--- src/rtl/rx_phy_v2_pkg.sv ---
// Shared alink definitions for the dual-rail receiver: word width, frame
// header length and the frame FSM state encoding.
package rx_phy_v2_pkg;

  localparam int RX_DATA_LEN = 32;
  localparam int HDR_LEN     = 4;

  typedef enum logic {
    ST_IDLE = 1'b0,
    ST_PUSH = 1'b1
  } rx_state_e;

endpackage

--- src/rtl/rx_phy_sym.sv ---
// Dual-rail symbol qualifier: a rail must rise and hold for FILT_LEN samples
// with the other rail quiet; both rails high for FILT_LEN samples is a stop.
module rx_phy_sym #(
  parameter int FILT_LEN = 2
) (
  input  logic clk,
  input  logic rst,
  input  logic clr,
  input  logic rx_p,
  input  logic rx_n,
  output logic bit_0,
  output logic bit_1,
  output logic stop
);

  logic [FILT_LEN:0]   hist_p, hist_n;
  logic [FILT_LEN-1:0] recent_p, recent_n;

  // hist[0] is the newest sample; hist[FILT_LEN] is the sample before the window
  always_ff @(posedge clk or posedge rst) begin
    if (rst) begin
      hist_p <= '0;
      hist_n <= '0;
    end else if (clr) begin
      hist_p <= '0;
      hist_n <= '0;
    end else begin
      hist_p <= {hist_p[FILT_LEN-1:0], rx_p};
      hist_n <= {hist_n[FILT_LEN-1:0], rx_n};
    end
  end

  assign recent_p = hist_p[FILT_LEN-1:0];
  assign recent_n = hist_n[FILT_LEN-1:0];

  // The edge sits at a fixed window position, so each detection lasts one cycle
  assign bit_1 = ~hist_p[FILT_LEN] & (&recent_p) & ~(|hist_n);
  assign bit_0 = ~hist_n[FILT_LEN] & (&recent_n) & ~(|hist_p);
  assign stop  = ~(hist_p[FILT_LEN] & hist_n[FILT_LEN]) & (&recent_p) & (&recent_n);

endmodule

--- src/rtl/rx_phy_v2.sv ---
// Dual-rail serial receiver that frames the collected nonce with ID, task ID and
// timer words. Define RX_PHY_BITCNT_CHK_EN to reject stops with a wrong bit count.
module rx_phy_v2
  import rx_phy_v2_pkg::*;
#(
  parameter logic [31:0] MY_RXID     = 32'd0,
  parameter int          NONCE_WORDS = 1,
  parameter int          FILT_LEN    = 2
) (
  input  logic        clk,
  input  logic        rst,
  input  logic        reg_flush,
  input  logic        reg_busy,
  input  logic        task_id_vld,
  input  logic [31:0] task_id_h,
  input  logic [31:0] task_id_l,
  input  logic [31:0] timer_cnt,
  input  logic        RX_P,
  input  logic        RX_N,
  input  logic        rx_rdy,
  output logic        rx_start,
  output logic        rx_vld,
  output logic        rx_last,
  output logic [31:0] rx_dat,
  output logic        rx_drop,
  output logic        rx_err
);

  localparam int         NONCE_W   = RX_DATA_LEN * NONCE_WORDS;
  localparam int         FRAME_LEN = HDR_LEN + NONCE_WORDS;
  localparam logic [7:0] NONCE_CNT = 8'(NONCE_W);
  localparam logic [2:0] LAST_IDX  = 3'(FRAME_LEN - 1);

  rx_state_e          state, state_nxt;
  logic [2:0]         idx, idx_nxt;
  logic [7:0]         bit_cnt;
  logic               cnt_clr;
  logic               bit_0, bit_1, stop;
  logic [NONCE_W-1:0] nonce_buf, nonce_shadow;
  logic [31:0]        timer_lat, tid_h, tid_l;

  rx_phy_sym #(.FILT_LEN(FILT_LEN)) u_sym (
    .clk   (clk),
    .rst   (rst),
    .clr   (reg_flush | ~reg_busy),
    .rx_p  (RX_P),
    .rx_n  (RX_N),
    .bit_0 (bit_0),
    .bit_1 (bit_1),
    .stop  (stop)
  );

  always_ff @(posedge clk or posedge rst) begin
    if (rst) begin
      state   <= ST_IDLE;
      idx     <= '0;
      bit_cnt <= '0;
    end else begin
      state <= state_nxt;
      idx   <= idx_nxt;
      if (cnt_clr)
        bit_cnt <= '0;
      else if ((bit_0 | bit_1) && bit_cnt != 8'hFF)
        bit_cnt <= bit_cnt + 8'd1;
    end
  end

  always_comb begin
    state_nxt = state;
    idx_nxt   = idx;
    cnt_clr   = 1'b0;
    rx_start  = 1'b0;
    rx_drop   = 1'b0;
    rx_err    = 1'b0;
    if (reg_flush) begin
      state_nxt = ST_IDLE;
      idx_nxt   = '0;
      cnt_clr   = 1'b1;
    end else begin
      case (state)
        ST_IDLE: begin
          if (stop) begin
            cnt_clr = 1'b1;
            if (reg_busy) begin
`ifdef RX_PHY_BITCNT_CHK_EN
              if (bit_cnt != NONCE_CNT)
                rx_err = 1'b1;
              else
`endif
              begin
                rx_start  = 1'b1;
                state_nxt = ST_PUSH;
                idx_nxt   = '0;
              end
            end
          end
        end
        ST_PUSH: begin
          // A stop here, even on the final handshake, belongs to no frame
          if (stop) begin
            rx_drop = 1'b1;
            cnt_clr = 1'b1;
          end
          if (rx_rdy) begin
            if (idx == LAST_IDX) begin
              state_nxt = ST_IDLE;
              idx_nxt   = '0;
            end else begin
              idx_nxt = idx + 3'd1;
            end
          end
        end
        default: state_nxt = ST_IDLE;
      endcase
    end
  end

  always_ff @(posedge clk) begin
    if (bit_0 | bit_1)
      nonce_buf <= {bit_1, nonce_buf[NONCE_W-1:1]};
    if (rx_start) begin
      nonce_shadow <= nonce_buf;
      timer_lat    <= timer_cnt;
    end
    if (task_id_vld && state == ST_IDLE) begin
      tid_h <= task_id_h;
      tid_l <= task_id_l;
    end
  end

  assign rx_vld  = (state == ST_PUSH);
  assign rx_last = rx_vld && (idx == LAST_IDX);

  always_comb begin
    rx_dat = MY_RXID;
    case (idx)
      3'd1:    rx_dat = tid_h;
      3'd2:    rx_dat = tid_l;
      3'd3:    rx_dat = timer_lat;
      default: ;
    endcase
    for (int k = 0; k < NONCE_WORDS; k++)
      if (idx == 3'(HDR_LEN + k))
        rx_dat = nonce_shadow[k*RX_DATA_LEN +: RX_DATA_LEN];
  end

endmodule

--- config.mk ---
export PLATFORM = sky130hd
export DESIGN_NAME = rx_phy_v2
export DESIGN_NICKNAME = d
export VERILOG_FILES = /design/src/rtl/rx_phy_v2_pkg.sv /design/src/rtl/rx_phy_sym.sv /design/src/rtl/rx_phy_v2.sv
export SDC_FILE = /design/constraint.sdc
export NUM_CORES = 1
export LEC_CHECK = 0
export BUFFER_PORTS_ARGS = -buffer_cell sky130_fd_sc_hd__buf_2
export CORE_AREA = 8 8 148 164
export CTS_CLUSTER_DIAMETER = 200
export CTS_CLUSTER_SIZE = 10
export DETAILED_ROUTE_END_ITERATION = 8
export DIE_AREA = 0 0 156 172
export GPL_ROUTABILITY_DRIVEN = 0
export MAX_ROUTING_LAYER = met4
export PLACE_DENSITY_LB_ADDON = 0.15
export RECOVER_POWER = 50
export SYNTH_ARGS = -nofsm -noshare
export SYNTH_HDL_FRONTEND = slang
export SYNTH_SLANG_ARGS = --single-unit
--- constraint.sdc ---
create_clock -name clk -period 28.2 [get_ports clk]
set_input_delay 7.05 -clock clk [delete_from_list [all_inputs] [get_ports clk]]
set_output_delay 7.05 -clock clk [all_outputs]
set_load 0.02 [all_outputs]
==> results of run 1 <==
worst max-delay path by stage:
stage / endpoint / slack, ns
floorplan: rx_start / 8.73
global placement: rx_start / 13.23
detailed placement: rx_start / 13.20
CTS: rx_start / 13.19
global route: rx_start / 13.04
finish: rx_start / 13.22
registers in the layout (all words and copies together) (netlist names):
name	cells
nonce_buf	32
timer_lat	32
idx	3
rx_vld	1
tid_l	32
tid_h	32
u_sym.hist_n	3
u_sym.hist_p	3
nonce_shadow	32
Yosys cell counts:
master | instances | area [um^2]
sky130_fd_sc_hd__and3_1 | 1 | 6.26
sky130_fd_sc_hd__and4_1 | 1 | 8.76
sky130_fd_sc_hd__nand3_1 | 3 | 15.0
sky130_fd_sc_hd__and2_1 | 6 | 37.5
sky130_fd_sc_hd__a31o_2 | 1 | 8.76
sky130_fd_sc_hd__nand4b_1 | 1 | 8.76
sky130_fd_sc_hd__nor3_1 | 1 | 5.00
sky130_fd_sc_hd__a211oi_1 | 1 | 7.51
sky130_fd_sc_hd__dfrtp_1 | 10 | 250
sky130_fd_sc_hd__a22o_1 | 32 | 280
sky130_fd_sc_hd__o21ai_0 | 32 | 160
sky130_fd_sc_hd__nor2_2 | 1 | 6.26
sky130_fd_sc_hd__clkbuf_2 | 2 | 10.0
sky130_fd_sc_hd__and2_4 | 1 | 8.76
sky130_fd_sc_hd__nor3b_1 | 2 | 15.0
sky130_fd_sc_hd__buf_2 | 11 | 55.1
sky130_fd_sc_hd__nor2b_1 | 2 | 12.5
sky130_fd_sc_hd__buf_4 | 1 | 7.51
sky130_fd_sc_hd__nand4bb_1 | 1 | 11.3
sky130_fd_sc_hd__clkbuf_1 | 6 | 22.5
sky130_fd_sc_hd__o22ai_4 | 1 | 20.0
sky130_fd_sc_hd__edfxtp_1 | 160 | 4800
sky130_fd_sc_hd__ha_1 | 5 | 62.6
sky130_fd_sc_hd__nor2_1 | 5 | 18.8
sky130_fd_sc_hd__inv_1 | 5 | 18.8
sky130_fd_sc_hd__a22oi_1 | 32 | 240
sky130_fd_sc_hd__nand2_1 | 36 | 135
sky130_fd_sc_hd__conb_1 | 1 | 3.75
sky130_fd_sc_hd__a21oi_1 | 2 | 10.0
sky130_fd_sc_hd__a32o_1 | 2 | 20.0
sky130_fd_sc_hd__buf_6 | 4 | 45.0
kinds of logic (layout without fill, tap and decap cells):
| kind of cell | after synthesis | count (layout) | synth area share |
|---|---|---|---|
| adder cells (fa/ha/maj) | 5 | 5 | 0.00990 |
| buffers and inverters | 29 | 182 | 0.0252 |
| AO/OA/AOI/OAI | 103 | 103 | 0.118 |
| AND/OR/NAND/NOR | 61 | 61 | 0.0458 |
| other | 1 | 1 | 0.000594 |
| flip-flops | 170 | 170 | 0.800 |
stage by stage:
| step | std cells | util | hold WS, ns | worst slack [ns] |
|---|---|---|---|---|
| 2_1_floorplan | 369 | - | 0.400 | 8.73 |
| 3_3_place_gp | 786 | 0.339 | 0.419 | 13.23 |
| 3_5_place_dp | 786 | 0.339 | 0.416 | 13.20 |
| 4_1_cts | 817 | 0.367 | 0.427 | 13.19 |
| 5_1_grt | 817 | 0.366 | 0.445 | 13.04 |
| 6_report | 817 | 0.366 | 0.425 | 13.22 |
cell type report:
class	instances	area share
clock buffers	18	0.0543
clock inverters	13	0.0211
inverters	5	0.00237
multi-input cells	170	0.142
flip-flops and latches	170	0.639
well taps	295	0.0467
repair buffers	146	0.0942
routing by layer:
layer | vias up | global-route usage
li1 | 1728 | -
met1 | 1815 | 0.138
met2 | 109 | 0.187
met3 | 11 | 0.0275
met4 | 0 | 0.0422
met5 | - | -
where the power goes:
group          switching [mW]  internal (mW)
Sequential            0.00215          0.283
Clock                  0.0974          0.140
Combinational         0.00496        0.00542
Total                   0.105          0.429
==> run summary, run 1 <==
The path class of the tightest hold or removal check is register to register. The sequential-to-total area share from yosys stat is 0.800. The wire length on met3 came out at around 580 um.

The detailed-route DRC error count is 0. The area after detailed placement is 0.00733 mm^2. Summed over all nets, the half-perimeter wirelength after detailed placement is around 9.4 mm. For this design, the sink count on the clock tree is 170. The die area is ~0.027 mm^2.

The sum of buffers and inverters on the critical path came out at 2. The highest ir drop seen on vdd is 0.0358 mV. The initial utilization of the core area, before any placement, comes to 0.292. The startpoint identified for the worst register-to-register timing path is u_sym.hist_p[1].

The leakage power summed over all cells is 2.86 nW. The post-cts repair resize count came out at 0. The buffer type at the clock tree root is sky130_fd_sc_hd__clkbuf_16. The slowest library cell on the worst path is sky130_fd_sc_hd__nor2b_1. The CTS tree is done. The final-report max-slew violation count is 17.

The first routing iteration left 153 violations. The core region area came out at between 0.02 and 0.025 mm^2. The cell area power density came out at 67.4 mW/mm^2.

The total congestion overflow after global routing came out at 0. The pin slew with the least headroom to its limit came out at 2.46 ns. The synthesized netlist occupies a cell area of around 0.0063 mm^2.

The total number of placement rows is 57. The clock reaches the later pin of the worst-skew pair after about 0.42 ns. The net count reported at finish is just over 600. The total count of hold-check failures in the final report was 0. With fillers left out, the area of the finished cells amounts to ~0.0079 mm^2. Once detail routing completed, the nets flagged for antenna violations numbered 0. Summing all multi-input logic gate instances after layout gives about 0.0011 mm^2. In this run the number of cells on the critical path is 4.

The repair_antennas step left the layout with diodes totalling 0. The number of endpoints failing setup at the final stage is 0. The delay of the slowest cell on the worst path came out at between 0.2 and 0.3 ns. Entering global routing, the biggest net connects 65 pins. The post-route minimum period is about 15 ns. The critical path starts at reg_flush. STA classifies the critical path startpoint as an input port. The highest metal layer with signal wires is met4. The detailed-route wire length came out at approximately 15 mm.

The number of warnings issued by yosys came out at 0. Leaving out fill and tap cells, the most frequent cell in the layout is sky130_fd_sc_hd__edfxtp_1. Setup repair after global routing left no endpoint under its margin.

The worst min-delay path endpoint is nonce_shadow[0]. Synthesis handed over a netlist of about 370 instances. The top cell family by delay on the critical path is simple AND/OR/NAND/NOR gates. The setup clock skew after layout is 0.0126 ns. The met2 wire length is a little over 7 mm. The filler cells instantiated in the layout total between 2000 and 2500. The worst-case reg-to-reg path depth came out at 4. The synthesized netlist net count came out at about 480. The hold buffer count at CTS is 0. The total negative setup slack came out at 0 ns. The endpoint identified for the worst register-to-register timing path is nonce_buf[30].

The number of port buffers is roughly 140. The endpoint type of the worst setup path is an output pin. Max-cap violations in this run came to 1. The required arrival time at the worst endpoint is 21.15 ns. The share of layout cells above drive strength 1 is 0.349. In this design, the critical path's most frequently occurring cell is sky130_fd_sc_hd__buf_2.

The worst hold path begins at nonce_buf[0]. The number of antenna violations at the first check in global routing came out at 0. The power consumption came out at ~0.53 mW. The vias after detailed routing came out at between 3000 and 4000.

In the global route stage, overall resource usage came out at 0.115. The post-CTS setup buffer count is 0. The reg2reg setup slack came out at between 20 and 25 ns. The mean instance size in the synthesized netlist came out at approximately 17 um^2.

In this run the deepest clock path goes through 2 buffers. The per-cell via count in the routed design is ~4.5. The post-detailed-route wirelength per cell is between 15 and 20 um. The final reports fail on max-capacitance violations, max-slew violations. The detailed router put a total of approximately 6.7 mm of wire on met1. The headroom to the max-slew limit came out at -0.648. The first detailed-routing pass ran for 4 iterations. The clock tree synthesis step divided the H-tree into 4 levels. Counting distinct cell types in the post-synthesis netlist gives 31. The relative area change from synthesis to final layout is 25.2%.

The clock transition time at the flip-flop clock pins of the worst setup and hold paths came out at about 0.060 ns. In this run the horizontal extent of the chip is around 160 um. The worst setup path is of the input port to output pin kind. The arrival time reported for the critical path endpoint came out at ~7.9 ns. The maximum frequency from static timing analysis came out at around 67 MHz. The first-pass GRT wire length is approximately 23 mm. The largest fanout of any net on the critical path came out at 7.

Walking the worst path, the cells encountered are buf_2, nor2b_1, nor3b_2, buf_2. The number of global-route vias before repair came to between 4000 and 5000. Dividing the final minimum period by the clock period gives 0.531. The area taken by flip-flops and latches is a little over 0.005 mm^2. The die height is 172 um. The top cell types in the final layout, fill and taps aside, are sky130_fd_sc_hd__edfxtp_1 (160), sky130_fd_sc_hd__buf_2 (139), sky130_fd_sc_hd__nand2_1 (36). Buffers inserted during clock tree synthesis total 17. The number of I/O pins came out at roughly 140. The cell count of the worst hold path is 0. The synthesis-stage register bit count is 170. The flow ran to the end, but the final reports show violations.
(Power assumes the default switching activity.)
==> run 2, diff against run 1 <==
==> constraint.sdc (replaced) <==
create_clock -name clk -period 13.65 [get_ports clk]
set_input_delay 3.4125 -clock clk [delete_from_list [all_inputs] [get_ports clk]]
set_output_delay 3.4125 -clock clk [all_outputs]
set_load 0.02 [all_outputs]
==> run 2 against run 1 <==
  * The run still ends with max-capacitance violations, max-slew violations left
  * Routed wire length fell by 0.63%
  * Critical path depth unchanged
  * Via count shrank 1.4%
  * Power is 98% higher
  * Cell count increased by 0.12%
  * Non-clock buffer count is the same
  * Sequential share of layout area rose by 0.33 points
  * Cell area fell by 0.51%
  * Core utilization decreased by 0.19 points
  * Clock-buffer cell count stayed put
  * Largest power group unchanged
==> run summary, run 2 (synthesis gave the netlist of run 1 again) <==
The number of endpoints failing setup at the final stage came out at 0 (unchanged). The capture instance of the worst register-to-register path is nonce_buf[14] (was nonce_buf[30]). The detailed-route wire length is 14.6 mm (was 14.7 mm).

The top cell family by delay on the critical path is simple AND/OR/NAND/NOR gates (unchanged). Run status: finished with violations (unchanged). The count of cell instances traversed by the critical path is 4 (unchanged). The hold buffer count at CTS came out at 0 (unchanged). The pin slew with the least headroom to its limit is 1.94 ns (was 2.46 ns). The chip width was 156 um (unchanged). The type of the worst setup path is input port to output pin (unchanged).

The worst hold-check path type is register to register (unchanged). Dividing the final minimum period by the clock period gives 0.564. The number of DRC markers in iteration 0 is 146 (was 153). The total instance count after detailed placement was 786 (unchanged). The relative area change from synthesis to final layout came to 24.5% (was 25.2%).

The number of port buffers was 139 (unchanged). The clock transition time at the flip-flop clock pins of the worst setup and hold paths came out at 0.07 ns (was 0.06 ns). The core region area came out at 0.0216 mm^2 (unchanged).

The total number of placement rows came out at 57 (unchanged). The estimated wirelength of the detail-placed design came out at 9.15 mm (was 9.37 mm). The antenna diode count came out at 0 (unchanged). The first-pass GRT wire length came out at 22.5 mm (about the same). The final design utilization came to 0.364 (was 0.366). The final-report max-slew violation count is 33 (was 17).

The detailed-routing iteration count for the pre-antenna-repair pass is 4 (unchanged). The share of layout cells above drive strength 1 came out at 0.354 (was 0.349). The count of non-filler cells in the finished layout is 818 (was 817).

The slowest library cell on the worst path is sky130_fd_sc_hd__nor2b_1 (unchanged). The post-route minimum period came out at approximately 7.7 ns. The number of global-route vias before repair is 4044 (was 4028). The total clock sinks was 170 (unchanged). The post-cts repair resize count is 0 (unchanged). The highest ir drop seen on vdd is 0.0720 mV (was 0.0358 mV). The post-detailed-route wirelength per cell came out at 17.8 um (was 18.0 um). The number of nets still failing antenna checks after routing came out at 0 (unchanged). The element type at the critical path start is an input port (unchanged). The total congestion overflow after global routing is 0 (unchanged). The wire length on met3 came out at 522 um (was 579 um). The worst-case reg-to-reg path depth is 4 (unchanged). Setup repair after global routing missed its margin: false (unchanged). The delay of the slowest cell on the worst path came out at 0.28 ns (about the same). The routed length on met1 is 6.62 mm (was 6.67 mm). The leakage power summed over all cells is 2.85 nW (was 2.86 nW). The largest net degree at the start of global routing came out at 65 (unchanged). The final hold slack is 0.437 ns (was 0.425 ns).

The area after detailed placement is 0.00733 mm^2 (unchanged). The total negative setup slack came out at 0 ns (unchanged). The vias after detailed routing is 3611 (was 3663). The met2 wire length was 7.30 mm (was 7.26 mm).

The reg2reg setup slack is 10.91 ns (was 24.43 ns). The global router's overall resource usage was 0.115 (about the same). The buffer type at the clock tree root was sky130_fd_sc_hd__clkbuf_16 (unchanged).

Most frequent cells in the layout: sky130_fd_sc_hd__edfxtp_1 (160), sky130_fd_sc_hd__buf_2 (139), sky130_fd_sc_hd__nand2_1 (36) (unchanged). The per-cell via count in the routed design came out at 4.41 (was 4.48). The die area is 0.0268 mm^2 (unchanged).

The detailed-route DRC error count came out at 0 (unchanged). The later-pin clock latency in the skew report is 0.42 ns (about the same). The power consumption came to 1.06 mW (was 0.533 mW).

The total clock buffers created by CTS is 17 (unchanged). The number of I/O pins is 141 (unchanged). The cell area power density came out at 134 mW/mm^2 (was 67.4 mW/mm^2). The final critical-path setup slack is 5.96 ns (was 13.22 ns). The launch point of the worst reg-to-reg path was u_sym.hist_p[1] (unchanged). The end of the critical path was rx_start (unchanged). The sum of buffers and inverters on the critical path is 2 (unchanged). The post-CTS setup buffer count was 0 (unchanged). The arrival time reported for the critical path endpoint is 4.28 ns (was 7.93 ns). The commonest non-fill, non-tap cell in the layout is sky130_fd_sc_hd__edfxtp_1 (unchanged). The worst slack after detailed placement came out at 5.94 ns (was 13.20 ns).

The die height is 172 um (unchanged). The number of buffers between clock root and the deepest sink came out at 2 (unchanged). The origin of the worst setup path is reg_flush (unchanged). The max-capacitance violation count came out at 1 (unchanged).

The endpoint type of the worst setup path is an output pin (unchanged). The area of all placed cells without fillers came out at 0.00787 mm^2 (was 0.00791 mm^2). The setup clock skew after layout is 0.0121 ns (was 0.0126 ns). The CTS tree was done (unchanged). Failing checks: max-capacitance violations, max-slew violations (unchanged). The critical path's most frequent cell is sky130_fd_sc_hd__buf_2 (unchanged). The largest fanout of any net on the critical path is 7 (unchanged). The required arrival time at the worst endpoint came out at 10.24 ns (was 21.15 ns). The net count reported at finish was 619 (unchanged). The effective utilization at floorplan is 0.292 (unchanged). The total count of hold-check failures in the final report came out at 0 (unchanged). List of cells traversed by the critical path: buf_2, nor2b_1, nor3b_2, buf_2 (unchanged).

The headroom to the max-slew limit came out at -0.295 (was -0.648). For this run, the top clock speed supported by timing is 130 MHz. The number of antenna violations at the first check in global routing is 0 (unchanged). The H-tree depth is 4 (unchanged).

The highest metal layer with signal wires was met4 (unchanged).
[run 2: layer usage]
metal | vias up | GRT usage
met1 | 1781 | 0.136
met3 | 10 | 0.0288
met4 | 0 | 0.0367
met2 | 89 | 0.189
li1 | 1731 | -
met5 | - | -
[run 2: worst register-to-register path, cell delays in order, from the launching register on]
cell and delay [ns]:
sky130_fd_sc_hd__dfrtp_1 0.41, sky130_fd_sc_hd__nor2_1 0.12, sky130_fd_sc_hd__nand3_1 0.12, sky130_fd_sc_hd__a211oi_4 0.23, sky130_fd_sc_hd__clkbuf_1 1.41
[run 2: final cells by class]
class	instances	area, um^2
fill	2073	13700
clock inverter	14	114
multi-input combinational	170	1130
inverter	5	18.8
tap	295	369
timing repair buffer	146	744
sequential	170	5050
clock buffer	18	429
[run 2: worst min-delay path by stage]
stage,start,to,slack [ns],depth (start not counted)
CTS,nonce_buf[0],nonce_shadow[0],0.45,0
global route,nonce_buf[0],nonce_shadow[0],0.45,0
global placement,nonce_buf[0],nonce_shadow[0],0.42,0
finish,nonce_buf[0],nonce_shadow[0],0.44,0
detailed placement,nonce_buf[0],nonce_shadow[0],0.43,0
floorplan,nonce_buf[0],nonce_shadow[0],0.40,0
[run 2: report_power, final]
group	total [mW]	internal, mW	switching (mW)
Combinational	0.0213	0.0112	0.0101
Clock	0.446	0.238	0.208
Sequential	0.590	0.585	0.00450
Total	1.06	0.835	0.223
==> run 3, diff against run 2 <==
==> constraint.sdc (replaced) <==
create_clock -name clk -period 6.7 [get_ports clk]
set_input_delay 1.675 -clock clk [delete_from_list [all_inputs] [get_ports clk]]
set_output_delay 1.675 -clock clk [all_outputs]
set_load 0.02 [all_outputs]
==> run 3 against run 2 <==
  * The flow still finishes with violations (max-capacitance violations, max-slew violations)
  * Die area unchanged
  * Combinational power up 110%
  * Critical path depth up 2
  * Via count up 0.94%
  * Critical path type is now register to output pin
  * Largest cell class unchanged
  * Largest power group unchanged
==> run summary, run 3 (synthesis gave the netlist of run 1 again) <==
The chip width is 156 um (unchanged). The area taken by flip-flops and latches is 0.00505 mm^2 (unchanged). The leakage power summed over all cells came to 2.85 nW (about the same). The element type at the critical path start is a register (was input port).

The effective utilization at floorplan is 0.292 (unchanged). Setup repair after global routing missed its margin: false (unchanged). The pin slew with the least headroom to its limit came out at 1.89 ns (was 1.94 ns). The headroom to the max-slew limit is -0.262 (was -0.295).

The die area came out at 0.0268 mm^2 (unchanged). The largest fanout of any net on the critical path is 33 (was 7). The largest net degree at the start of global routing is 65 (unchanged).

The estimated wirelength of the detail-placed design came to 9.27 mm (was 9.15 mm). Run status: finished with violations (unchanged). The number of I/O pins is 141 (unchanged).

The detailed-route wire length is 14.9 mm (was 14.6 mm). The CTS tree was done (unchanged). The commonest non-fill, non-tap cell in the layout is sky130_fd_sc_hd__edfxtp_1 (unchanged). The required arrival time at the worst endpoint is 5.03 ns (was 10.24 ns). The total clock sinks came to 170 (unchanged). The worst path in the final design needs a cycle of 4.89 ns, including I/O delays and setup. The number of DRC markers in iteration 0 is 151 (was 146).

The hold buffer count at CTS was 0 (unchanged). The final hold slack is 0.428 ns (was 0.437 ns). Most frequent cells in the layout: sky130_fd_sc_hd__edfxtp_1 (160), sky130_fd_sc_hd__buf_2 (136), sky130_fd_sc_hd__nand2_1 (36) (was sky130_fd_sc_hd__edfxtp_1 (160), sky130_fd_sc_hd__buf_2 (139), sky130_fd_sc_hd__nand2_1 (36)).

The number of buffers between clock root and the deepest sink came out at 2 (unchanged). The number of port buffers is 139 (unchanged). The share of layout cells above drive strength 1 came to 0.348 (was 0.354). The net count reported at finish came out at 616 (was 619). The core region area came out at 0.0216 mm^2 (unchanged). The multi-input logic area came out at 0.00114 mm^2 (was 0.00113 mm^2). The setup clock skew after layout is 0.0147 ns (was 0.0121 ns). The worst hold-check path type is register to register (unchanged). The number of fillers in the final layout came to 2078 (was 2073). The number of nets still failing antenna checks after routing is 0 (unchanged). The buffer type at the clock tree root is sky130_fd_sc_hd__clkbuf_16 (unchanged).

The detailed-routing iteration count for the pre-antenna-repair pass came to 4 (unchanged). The per-cell via count in the routed design came out at 4.47 (was 4.41). The type of the worst setup path was register to output pin (was input port to output pin). The number of endpoints failing setup at the final stage is 0 (unchanged). The arrival time reported for the critical path endpoint was 3.22 ns (was 4.28 ns). The global router's overall resource usage came out at 0.118 (was 0.115). The total negative setup slack is 0 ns (unchanged).

The max-capacitance violation count came out at 1 (unchanged). The global-route met3 utilization came out at 0.0285 (was 0.0288). The relative area change from synthesis to final layout came out at 25.1% (was 24.5%). The final design utilization is 0.366 (was 0.364). The post-cts repair resize count was 0 (unchanged). The number of global-route vias before repair came out at 4142 (was 4044). The maximum frequency from static timing analysis came out at approximately 200 MHz. The fraction of met2 tracks used by global routing was 0.191 (was 0.189). The post-detailed-route wirelength per cell came out at 18.3 um (was 17.8 um).

The final-report max-slew violation count came out at 33 (unchanged). The layer with the highest usage after global routing is met2 (unchanged). Failing checks: max-capacitance violations, max-slew violations (unchanged). The first-pass GRT wire length came out at 23.0 mm (was 22.5 mm). The clock transition time at the flip-flop clock pins of the worst setup and hold paths is 0.07 ns (about the same). The post-CTS setup buffer count is 0 (unchanged).

The total number of placement rows came to 57 (unchanged). The endpoint type of the worst setup path is an output pin (unchanged). The final period utilization came out at 0.731.

The met1 usage in global routing was 0.141 (was 0.136). The detailed-route DRC error count is 0 (unchanged). The antenna diode count is 0 (unchanged). The later-pin clock latency in the skew report came out at 0.42 ns (about the same). The highest ir drop seen on vdd was 0.152 mV (was 0.0720 mV).

The total clock buffers created by CTS is 17 (unchanged). The total count of hold-check failures in the final report came out at 0 (unchanged). The total congestion overflow after global routing was 0 (unchanged). The cell area power density came out at 284 mW/mm^2 (was 134 mW/mm^2).

The vias after detailed routing came out at 3645 (was 3611). The die height came to 172 um (unchanged). The H-tree depth is 4 (unchanged). The number of antenna violations at the first check in global routing came out at 0 (unchanged).
-- run 3: changes by cell type in the layout (fill, tap and decap cells not counted) --
cell | previous run | this run
sky130_fd_sc_hd__nor3b_4 | 0 | 1
sky130_fd_sc_hd__inv_8 | 3 | 4
sky130_fd_sc_hd__bufinv_16 | 0 | 1
sky130_fd_sc_hd__buf_4 | 6 | 3
sky130_fd_sc_hd__clkinv_8 | 0 | 2
sky130_fd_sc_hd__clkbuf_1 | 2 | 4
sky130_fd_sc_hd__clkinv_4 | 3 | 2
sky130_fd_sc_hd__clkinvlp_4 | 0 | 2
sky130_fd_sc_hd__clkinv_1 | 1 | 0
sky130_fd_sc_hd__nor3b_2 | 1 | 0
sky130_fd_sc_hd__clkinv_2 | 3 | 0
sky130_fd_sc_hd__buf_2 | 139 | 136
-- run 3: final cells by class --
| class | count | share of cell area |
|---|---|---|
| Inverter | 5 | 0.00237 |
| Tap cell | 295 | 0.0467 |
| Sequential cell | 170 | 0.640 |
| Timing Repair Buffer | 143 | 0.0909 |
| Clock buffer | 17 | 0.0538 |
| Clock inverter | 15 | 0.0222 |
| Multi-Input combinational cell | 170 | 0.144 |
-- run 3: final timing paths --
check                                start         endpoint  slack (ns)  cells past startpoint
hold / removal                nonce_buf[0]  nonce_shadow[0]        0.43                      0
max in group asynchronous              rst           idx[0]        5.17                      2
setup / recovery                    idx[0]       rx_dat[30]        1.81                      6
hold reg to reg               nonce_buf[0]  nonce_shadow[0]        0.43                      0
min in group asynchronous              rst  u_sym.hist_p[1]        1.23                      2
setup reg to reg           u_sym.hist_n[0]    nonce_buf[13]        4.00                      4
-- run 3: through the flow --
stage / setup slack, ns / instances / total power [mW] / cell area, um^2
finish: 1.81 / 815 / 2.24 / 7900
global route: 1.57 / 815 / 2.32 / 7900
CTS: 1.72 / 815 / 2.27 / 7910
detailed placement: 2.20 / 783 / 1.27 / 7310
global placement: 2.27 / 783 / 1.27 / 7310
floorplan: 0.357 / 369 / 1.23 / 6320
-- run 3: layer usage --
| metal | up-vias | wire length, um | part of all wire |
|---|---|---|---|
| met2 | 101 | 7330 | 0.49 |
| met4 | 0 | 157 | 0.011 |
| met3 | 10 | 562 | 0.038 |
| met1 | 1806 | 6850 | 0.46 |
| met5 | - | 0 | 0 |
| li1 | 1728 | - | - |
-- run 3: power breakdown --
group / internal [mW] / total (mW) / switching [mW]
Combinational: 0.0228 / 0.0438 / 0.0211
Clock: 0.535 / 0.995 / 0.461
Sequential: 1.19 / 1.20 / 0.00943
-- run 3: worst max-delay path, cell delays in order (launching register included) --
cell                      delay, ns
sky130_fd_sc_hd__dfrtp_1       0.41
sky130_fd_sc_hd__ha_1          0.17
sky130_fd_sc_hd__ha_2          0.67
sky130_fd_sc_hd__inv_1         0.17
sky130_fd_sc_hd__o22ai_4       0.90
sky130_fd_sc_hd__a22o_1        0.29
sky130_fd_sc_hd__buf_2         0.18
